[src/rtl/writeback_unit.sv]
// Writeback stage: merges EXU and LSU results into the register file write port
// and keeps a load scoreboard that stalls issue on hazards against pending loads.
module writeback_unit #(
  parameter int ADDR_WIDTH = 5,
  parameter int DATA_WIDTH = 64,
  parameter int CNT_WIDTH  = 4
) (
  input  logic                  clk,
  input  logic                  rst,
  input  logic                  exu_valid,
  output logic                  exu_ready,
  input  logic                  exu_wen,
  input  logic [ADDR_WIDTH-1:0] exu_rd,
  input  logic [DATA_WIDTH-1:0] exu_data,
  input  logic                  lsu_valid,
  output logic                  lsu_ready,
  input  logic [ADDR_WIDTH-1:0] lsu_rd,
  input  logic [2:0]            lsu_funct3,
  input  logic [2:0]            lsu_offset,
  input  logic [DATA_WIDTH-1:0] lsu_rdata,
  input  logic                  issue_valid,
  input  logic                  issue_is_load,
  input  logic [ADDR_WIDTH-1:0] issue_rs1,
  input  logic [ADDR_WIDTH-1:0] issue_rs2,
  input  logic [ADDR_WIDTH-1:0] issue_rd,
  output logic                  issue_stall,
  output logic [CNT_WIDTH-1:0]  pending_loads,
  output logic                  rf_wen,
  output logic [ADDR_WIDTH-1:0] rf_rd,
  output logic [DATA_WIDTH-1:0] rf_data
);

  localparam int NREG = 1 << ADDR_WIDTH;

  logic [NREG-1:0]       busy;
  logic [NREG-1:0]       busy_d;
  logic [CNT_WIDTH-1:0]  cnt_d;
  logic                  cnt_full;
  logic                  cnt_empty;
  logic                  lsu_acc;
  logic                  exu_acc;
  logic                  hazard;
  logic                  load_issue;
  logic [DATA_WIDTH-1:0] shifted;
  logic [DATA_WIDTH-1:0] ld_data;
  logic                  wen_d;
  logic [ADDR_WIDTH-1:0] rd_d;
  logic [DATA_WIDTH-1:0] data_d;

  assign lsu_ready  = 1'b1;
  assign exu_ready  = !lsu_valid;
  assign lsu_acc    = lsu_valid;
  assign exu_acc    = exu_valid & exu_ready;

  assign cnt_full   = &pending_loads;
  assign cnt_empty  = pending_loads == '0;

  // Hazard check uses registered busy bits only; no writeback bypass.
  assign hazard      = busy[issue_rs1] | busy[issue_rs2] | busy[issue_rd];
  assign issue_stall = issue_valid &
                       (hazard | (issue_is_load & cnt_full));
  assign load_issue  = issue_valid & issue_is_load & !issue_stall;

  assign shifted = lsu_rdata >> {lsu_offset, 3'b000};

  // Extract and extend the loaded field according to funct3.
  always_comb begin
    ld_data = shifted;
    unique case (lsu_funct3)
      3'b000: ld_data = {{(DATA_WIDTH-8){shifted[7]}}, shifted[7:0]};
      3'b001: ld_data = {{(DATA_WIDTH-16){shifted[15]}}, shifted[15:0]};
      3'b010: ld_data = {{(DATA_WIDTH-32){shifted[31]}}, shifted[31:0]};
      3'b100: ld_data = {{(DATA_WIDTH-8){1'b0}}, shifted[7:0]};
      3'b101: ld_data = {{(DATA_WIDTH-16){1'b0}}, shifted[15:0]};
      3'b110: ld_data = {{(DATA_WIDTH-32){1'b0}}, shifted[31:0]};
      3'b011,
      3'b111: ld_data = shifted;
    endcase
  end

  // Pick the write for next cycle: LSU first, writes to x0 suppressed.
  always_comb begin
    wen_d  = 1'b0;
    rd_d   = rf_rd;
    data_d = rf_data;
    unique case (1'b1)
      lsu_acc: begin
        wen_d  = lsu_rd != '0;
        rd_d   = lsu_rd;
        data_d = ld_data;
      end
      exu_acc: begin
        wen_d  = exu_wen & (exu_rd != '0);
        rd_d   = exu_rd;
        data_d = exu_data;
      end
      default: ;
    endcase
  end

  // Busy bits: clear on load return, then set on issue so set wins.
  always_comb begin
    busy_d = busy;
    if (lsu_acc)
      busy_d[lsu_rd] = 1'b0;
    if (load_issue)
      busy_d[issue_rd] = 1'b1;
    busy_d[0] = 1'b0;
  end

  // Outstanding-load count, saturating at both ends.
  always_comb begin
    cnt_d = pending_loads;
    if (load_issue && !lsu_acc && !cnt_full)
      cnt_d = pending_loads + 1'b1;
    else if (lsu_acc && !load_issue && !cnt_empty)
      cnt_d = pending_loads - 1'b1;
  end

  // Register the selected write and the scoreboard state.
  always_ff @(posedge clk or posedge rst) begin
    if (rst) begin
      rf_wen        <= 1'b0;
      rf_rd         <= '0;
      rf_data       <= '0;
      busy          <= '0;
      pending_loads <= '0;
    end else begin
      rf_wen        <= wen_d;
      rf_rd         <= rd_d;
      rf_data       <= data_d;
      busy          <= busy_d;
      pending_loads <= cnt_d;
    end
  end

endmodule

[config.mk]
export PLATFORM = sky130hd
export DESIGN_NAME = writeback_unit
export DESIGN_NICKNAME = d
export VERILOG_FILES = /design/src/rtl/writeback_unit.sv
export SDC_FILE = /design/constraint.sdc
export NUM_CORES = 1
export LEC_CHECK = 0
export ABC_AREA = 0
export BUFFER_PORTS_ARGS = -buffer_cell sky130_fd_sc_hd__buf_2
export CAP_MARGIN = 10
export CORE_UTILIZATION = 35
export DETAILED_ROUTE_END_ITERATION = 8
export PLACE_DENSITY = 0.61
export SLEW_MARGIN = 20
export SYNTH_ARGS = -nofsm -noshare
export SYNTH_HDL_FRONTEND = slang
export SYNTH_SLANG_ARGS = --single-unit
[constraint.sdc]
create_clock -name clk -period 5 [get_ports clk]
set_clock_uncertainty 0.2 [all_clocks]
set_input_delay 0.25 -clock clk [delete_from_list [all_inputs] [get_ports clk]]
set_output_delay 0.25 -clock clk [all_outputs]
set_load 0.02 [all_outputs]
# Word level (Yosys, flattened, before mapping)
# Cells that the tools add are included.
# classes
magnitude_cmp	6
shifts	1
n_mux	18
n_reduce_logical	19
bitwise	12
add_sub_neg	2
eq_ne	7
# ops
cell	n
one-hot mux 64 bit (7 select lines)	1
one-hot mux 64 bit (2 select lines)	1
two-way mux 32 bit	2
right shift 64 x 6 -> 64 bit	1
AND 32 bit	1
inverter 32 bit	1
OR 32 bit	1
< comparator 5 x 6 -> 1 bit, second input constant	4
binary-select mux 1 bit (select 5 bit)	3
equality test 3 bit, second input constant	4
demux 1 bit (select 5 bit)	2
greater-or-equal comparator 5 x 1 -> 1 bit, second input constant	2
one-hot mux 5 bit (2 select lines)	1
nonzero test 5 bit	2
two-way mux 4 bit	2
AND 1 bit	6
equality test 3 x 2 -> 1 bit, second input constant	2
logical AND 1 bit	6
logical NOT 1 bit	5
two-way mux 1 bit	5
adder 4 x 1 -> 4 bit, second input constant	1
logical NOT 4 bit	1
AND reduction 4 bit	1
nonzero test 2 bit	2
other kinds (6)	8
# word_totals
ff_bits	105
output_inout_bits	77

# Depth between registers and ports, before layout
# logic_depth
ltp_word	13
ltp_mapped	15
ltp_nobuf	12

# Least setup slack after synthesis
# OpenSTA, ideal clock, no wires.
# synth_path
path_type	input-to-reg
startpoint	in issue_rd[1]
endpoint	reg pending_loads[3]
t_required_ns	4.722
n_path_buf	3
cell_stages	13
arrival_time_ns	3.543
setup_slack_ns	1.180
cell_sequence	clkbuf_1 clkbuf_1 mux2_2 a31oi_1 nand4_2 or3_1 buf_2 or2_2 ha_1 a21o_1 a21oi_1 or3b_2 a21oi_1
# synth_between
elab_chain_len	11
# synth_rtl
element	line	text
from (decl)	25	input logic [ADDR_WIDTH-1:0] issue_rd,
binary-select mux 1 bit (select 5 bit) *	59	assign hazard = busy[issue_rs1] | busy[issue_rs2] | busy[issue_rd];
two-way mux 1 bit (not written as such) *	59	
OR 1 bit *	59	
OR 1 bit *	61	(hazard | (issue_is_load & cnt_full));
AND 1 bit *	60	assign issue_stall = issue_valid &
logical NOT 1 bit *	62	assign load_issue = issue_valid & issue_is_load & !issue_stall;
AND 1 bit *	62	
logical NOT 1 bit	116	else if (lsu_acc && !load_issue && !cnt_empty)
logical AND 1 bit (2 in series)	116	
nonzero test 2 bit (no line)	-	
to (signal assigned)	133	pending_loads <= cnt_d;
to (decl)	27	output logic [CNT_WIDTH-1:0] pending_loads,
# Every way passes the cells marked *; elsewhere a longest branch is shown, timed or not. The select of a mux whose other input is x is not followed.
# A chain may end at the register's enable or synchronous reset.

# Worst setup path in the final report
# layout_path
startpoint	reg busy[13]
endpoint	reg pending_loads[3]
# layout_between
elab_chain_len	12
# layout_rtl
element	line	text
from (decl)	35	logic [NREG-1:0] busy;
from (signal assigned)	132	busy <= busy_d;
binary-select mux 1 bit (select 5 bit)	59	
two-way mux 1 bit (not written as such)	59	
OR 1 bit	59	
OR 1 bit *	59	
OR 1 bit *	61	
AND 1 bit *	60	
logical NOT 1 bit *	62	
AND 1 bit *	62	
logical NOT 1 bit	116	
logical AND 1 bit (2 in series)	116	
nonzero test 2 bit (no line)	-	
# Marks and branches as above.

==> qor.csv <==
stage,metric,value,unit
status,status,"finished, final reports clean",
floorplanning,rows,53,
clock_tree,ctsLongestPathBuffers,2,
critical_path,cp.arrival,4010,ps
clock_tree,cts_max_level,3,
finish,drive_gt1_frac,0.304,
yosys,synth_top_family_by_area,compound AO/OA/AOI/OAI gates,
critical_path,critPathKind,register to register,
finish,final_cell_mix,"buf_2, dfrtp_1, o21ai_0",
finish,mostFrequentLayoutCell,buf_2,
yosys,syn_nets,1006,
critical_path,cp-end-kind,register,
floorplanning,io_pins,243,
grt,grt_max_degree,82,
grt,grt_pass1_vias,7273,
floorplanning,die_y,150,um
placed_design,hpwl,19700,um
critical_path,crit_path_max_fanout,6,
sta,finalSetupTns,0,ps
run,maxCapViolCount,0,
floorplanning,floorplan.initialDensity,0.359,
finish,multiInputGateArea,0.00468,sq mm
finish,regArea,0.00263,sq mm
yosys,synth_enable_flop_cells,0,
yosys,syn_area,0.00762,sq mm
power_and_ir_drop,peakVddDrop,0.140,mV
floorplanning,die-area,0.0224,sq mm
detailed_routing,via_per_inst,5.63,
yosys,synthCells,837,
placed_design,port_buffers,241,
detailed_routing,drc_errors,0,
yosys,synthFlopType,dfrtp_1,
clock_tree,cts_resized,0,
yosys,synth-simple-area-share,0.138,
detailed_routing,wl,26800,um
yosys,synth_adder_area_share,0.00591,
yosys,avgSynthCellArea,9.11,sq um
yosys,ys_warn_count,0,
placed_design,place_congestion,0.911,
sta,finalCriticalPeriod,3920,ps
clock_tree,cts_tree,yes,
grt,grt_overflow_total,0,
sta,rsz0062_at_grt,no,
sta,worst_pin_slew,1010,ps
clock_tree,clk_pin_slew,80,ps
floorplanning,dieWidth,150,um
grt,antenna_found_initial,5,
grt,grt_use_total,0.239,
yosys,postSynth.asyncResetShare,1.00,
finish,fillers,2148,
sta,fmax,0.255,GHz
detailed_routing,postRouteAntennaNets,0,
clock_tree,clkSinkCount,105,
detailed_routing,first_iter_violations,482,
yosys,synth_mux_area_frac,0.231,
yosys,ys_ff_latch,105,
critical_path,cp-start-kind,register,
power_and_ir_drop,p_leak,0.00431,uW
yosys,synth-xor-area-share,0.00115,
detailed_routing,avgRoutedWirePerCell,19.9,um
finish,areaGrowthSynthToFinish,26.9,%
clock_tree,cts_root_buffer,clkbuf_16,
critical_path,cp.required,5090,ps
detailed_routing,num_vias,7585,
min_path,min_path_type,input pin to register,
sta,setup_viol,0,
yosys,ys_types,61,
sta,finalCritPeriodShare,0.784,
clock_tree,clk_latency,360,ps
finish,nNetsFinal,1232,
detailed_routing,dr.pass1.iters,6,
clock_tree,hold_buffers,43,
floorplanning,core-area,0.0212,sq mm
sta,hold_ws,7.16,ps
power_and_ir_drop,p_per_area,282,mW/mm^2
clock_tree,postCtsSetupBuffers,0,
clock_tree,cts_buffers,9,
sta,hold_viol,0,
sta,slew_headroom,0.323,
grt,grt_pass1_wl,40800,um
yosys,synth_compound_area_frac,0.237,
yosys,ys_seq_area_frac,0.345,
sta,slew_violations,0,
[metal layers]
| metal | track usage | vias up | wire length, um |
|---|---|---|---|
| li1 | - | 3591 | - |
| met1 | 0.324 | 3659 | 11800 |
| met2 | 0.378 | 290 | 12500 |
| met3 | 0.0430 | 45 | 1670 |
| met4 | 0.0923 | 0 | 765 |
| met5 | 0 | - | 0 |
[flip-flops by register name, indices dropped and copies added, names as in the netlist]
signal,count
rf_rd,5
rf_wen,1
pending_loads,4
busy,31
rf_data,64
[final cells by class]
cell class / count / area share
antenna: 6 / 0.00155
clock buffer: 10 / 0.0247
clock inverter: 5 / 0.00660
inverter: 5 / 0.00220
multi-input combinational: 652 / 0.484
sequential: 105 / 0.272
tap: 275 / 0.0356
timing repair buffer: 290 / 0.174
[power by group]
part / switching (uW) / total (uW) / internal (uW)
registers: 101 / 1070 / 968
logic: 519 / 897 / 378
clock network: 354 / 759 / 405
total: 973 / 2720 / 1750
[worst max-delay path: stages (launching register included)]
cell,delay [ps]
dfrtp_1,420
mux4_1,520
nor2b_1,160
a211oi_2,250
nand4_2,160
or3_1,510
or2_2,380
ha_1,280
a21o_1,170
a21oi_1,200
or3b_2,460
a21oi_1,130
[final timing paths]
kind	cells after the start	slack [ps]	start	end
max	11	1080	busy[13]$_DFF_PP0_	pending_loads[3]$_DFFE_PP0P_
min	3	7	exu_data[54]	rf_data[54]$_DFFE_PP0P_
max reg2reg	11	1080	busy[13]$_DFF_PP0_	pending_loads[3]$_DFFE_PP0P_
min reg2reg	2	360	busy[15]$_DFF_PP0_	busy[15]$_DFF_PP0_
max in group asynchronous	4	3090	rst	rf_data[8]$_DFFE_PP0P_
min in group asynchronous	3	420	rst	rf_data[53]$_DFFE_PP0P_
[cells in the mapped netlist (2+ instances only)]
master      n  area [sq um]
dfrtp_1   105          2630
o21ai_0   101           505
mux2i_1    98           981
a21oi_1    85           425
nand2_1    75           282
a211oi_1   60           450
clkbuf_1   52           195
nor2b_1    43           269
mux2_2     26           293
nor2_1     22          82.6
a31oi_1    17           106
mux4_2     17           383
nand3_1    12          60.1
buf_2      11          55.1
buf_1      10          37.5
o22ai_1     9          56.3
nand3b_1    8          60.1
nand2b_1    6          37.5
or3_1       6          37.5
or3b_2      5          43.8
a22oi_1     4          30.0
inv_1       4          15.0
nor3_1      4          20.0
or2_2       4          25.0
a22o_1      3          26.3
and3_1      3          18.8
mux4_1      3          78.8
and2_1      2          12.5
and3b_1     2          17.5
ha_1        2          25.0
mux2_1      2          22.5
nor3b_1     2          15.0
o211ai_1    2          15.0
o21a_1      2          15.0
o31a_1      2          17.5
o31ai_1     2          15.0
o41ai_1     2          17.5
[logic make-up (layout without fill, tap and decap cells)]
kind of cell / after synthesis / in the layout
XOR/XNOR: 1 / 1
AND/OR/NAND/NOR: 201 / 201
other: 1 / 7
AO/OA/AOI/OAI: 300 / 300
buffers and inverters: 80 / 310
flip-flops: 105 / 105
multiplexers: 146 / 146
adder cells (fa/ha/maj): 3 / 3
[through the flow]
stage / area, sq um / utilization / setup WS (ps) / instances / power (uW)
floorplan: 7620 / - / 1180 / 837 / 1640
global placement: 8920 / 0.420 / 896 / 1284 / 1940
detailed placement: 8920 / 0.420 / 884 / 1284 / 1950
CTS: 9650 / 0.455 / 1090 / 1342 / 2740
global route: 9670 / 0.456 / 945 / 1346 / 2870
finish: 9670 / 0.456 / 1080 / 1348 / 2720
(Power assumes the default switching activity.)
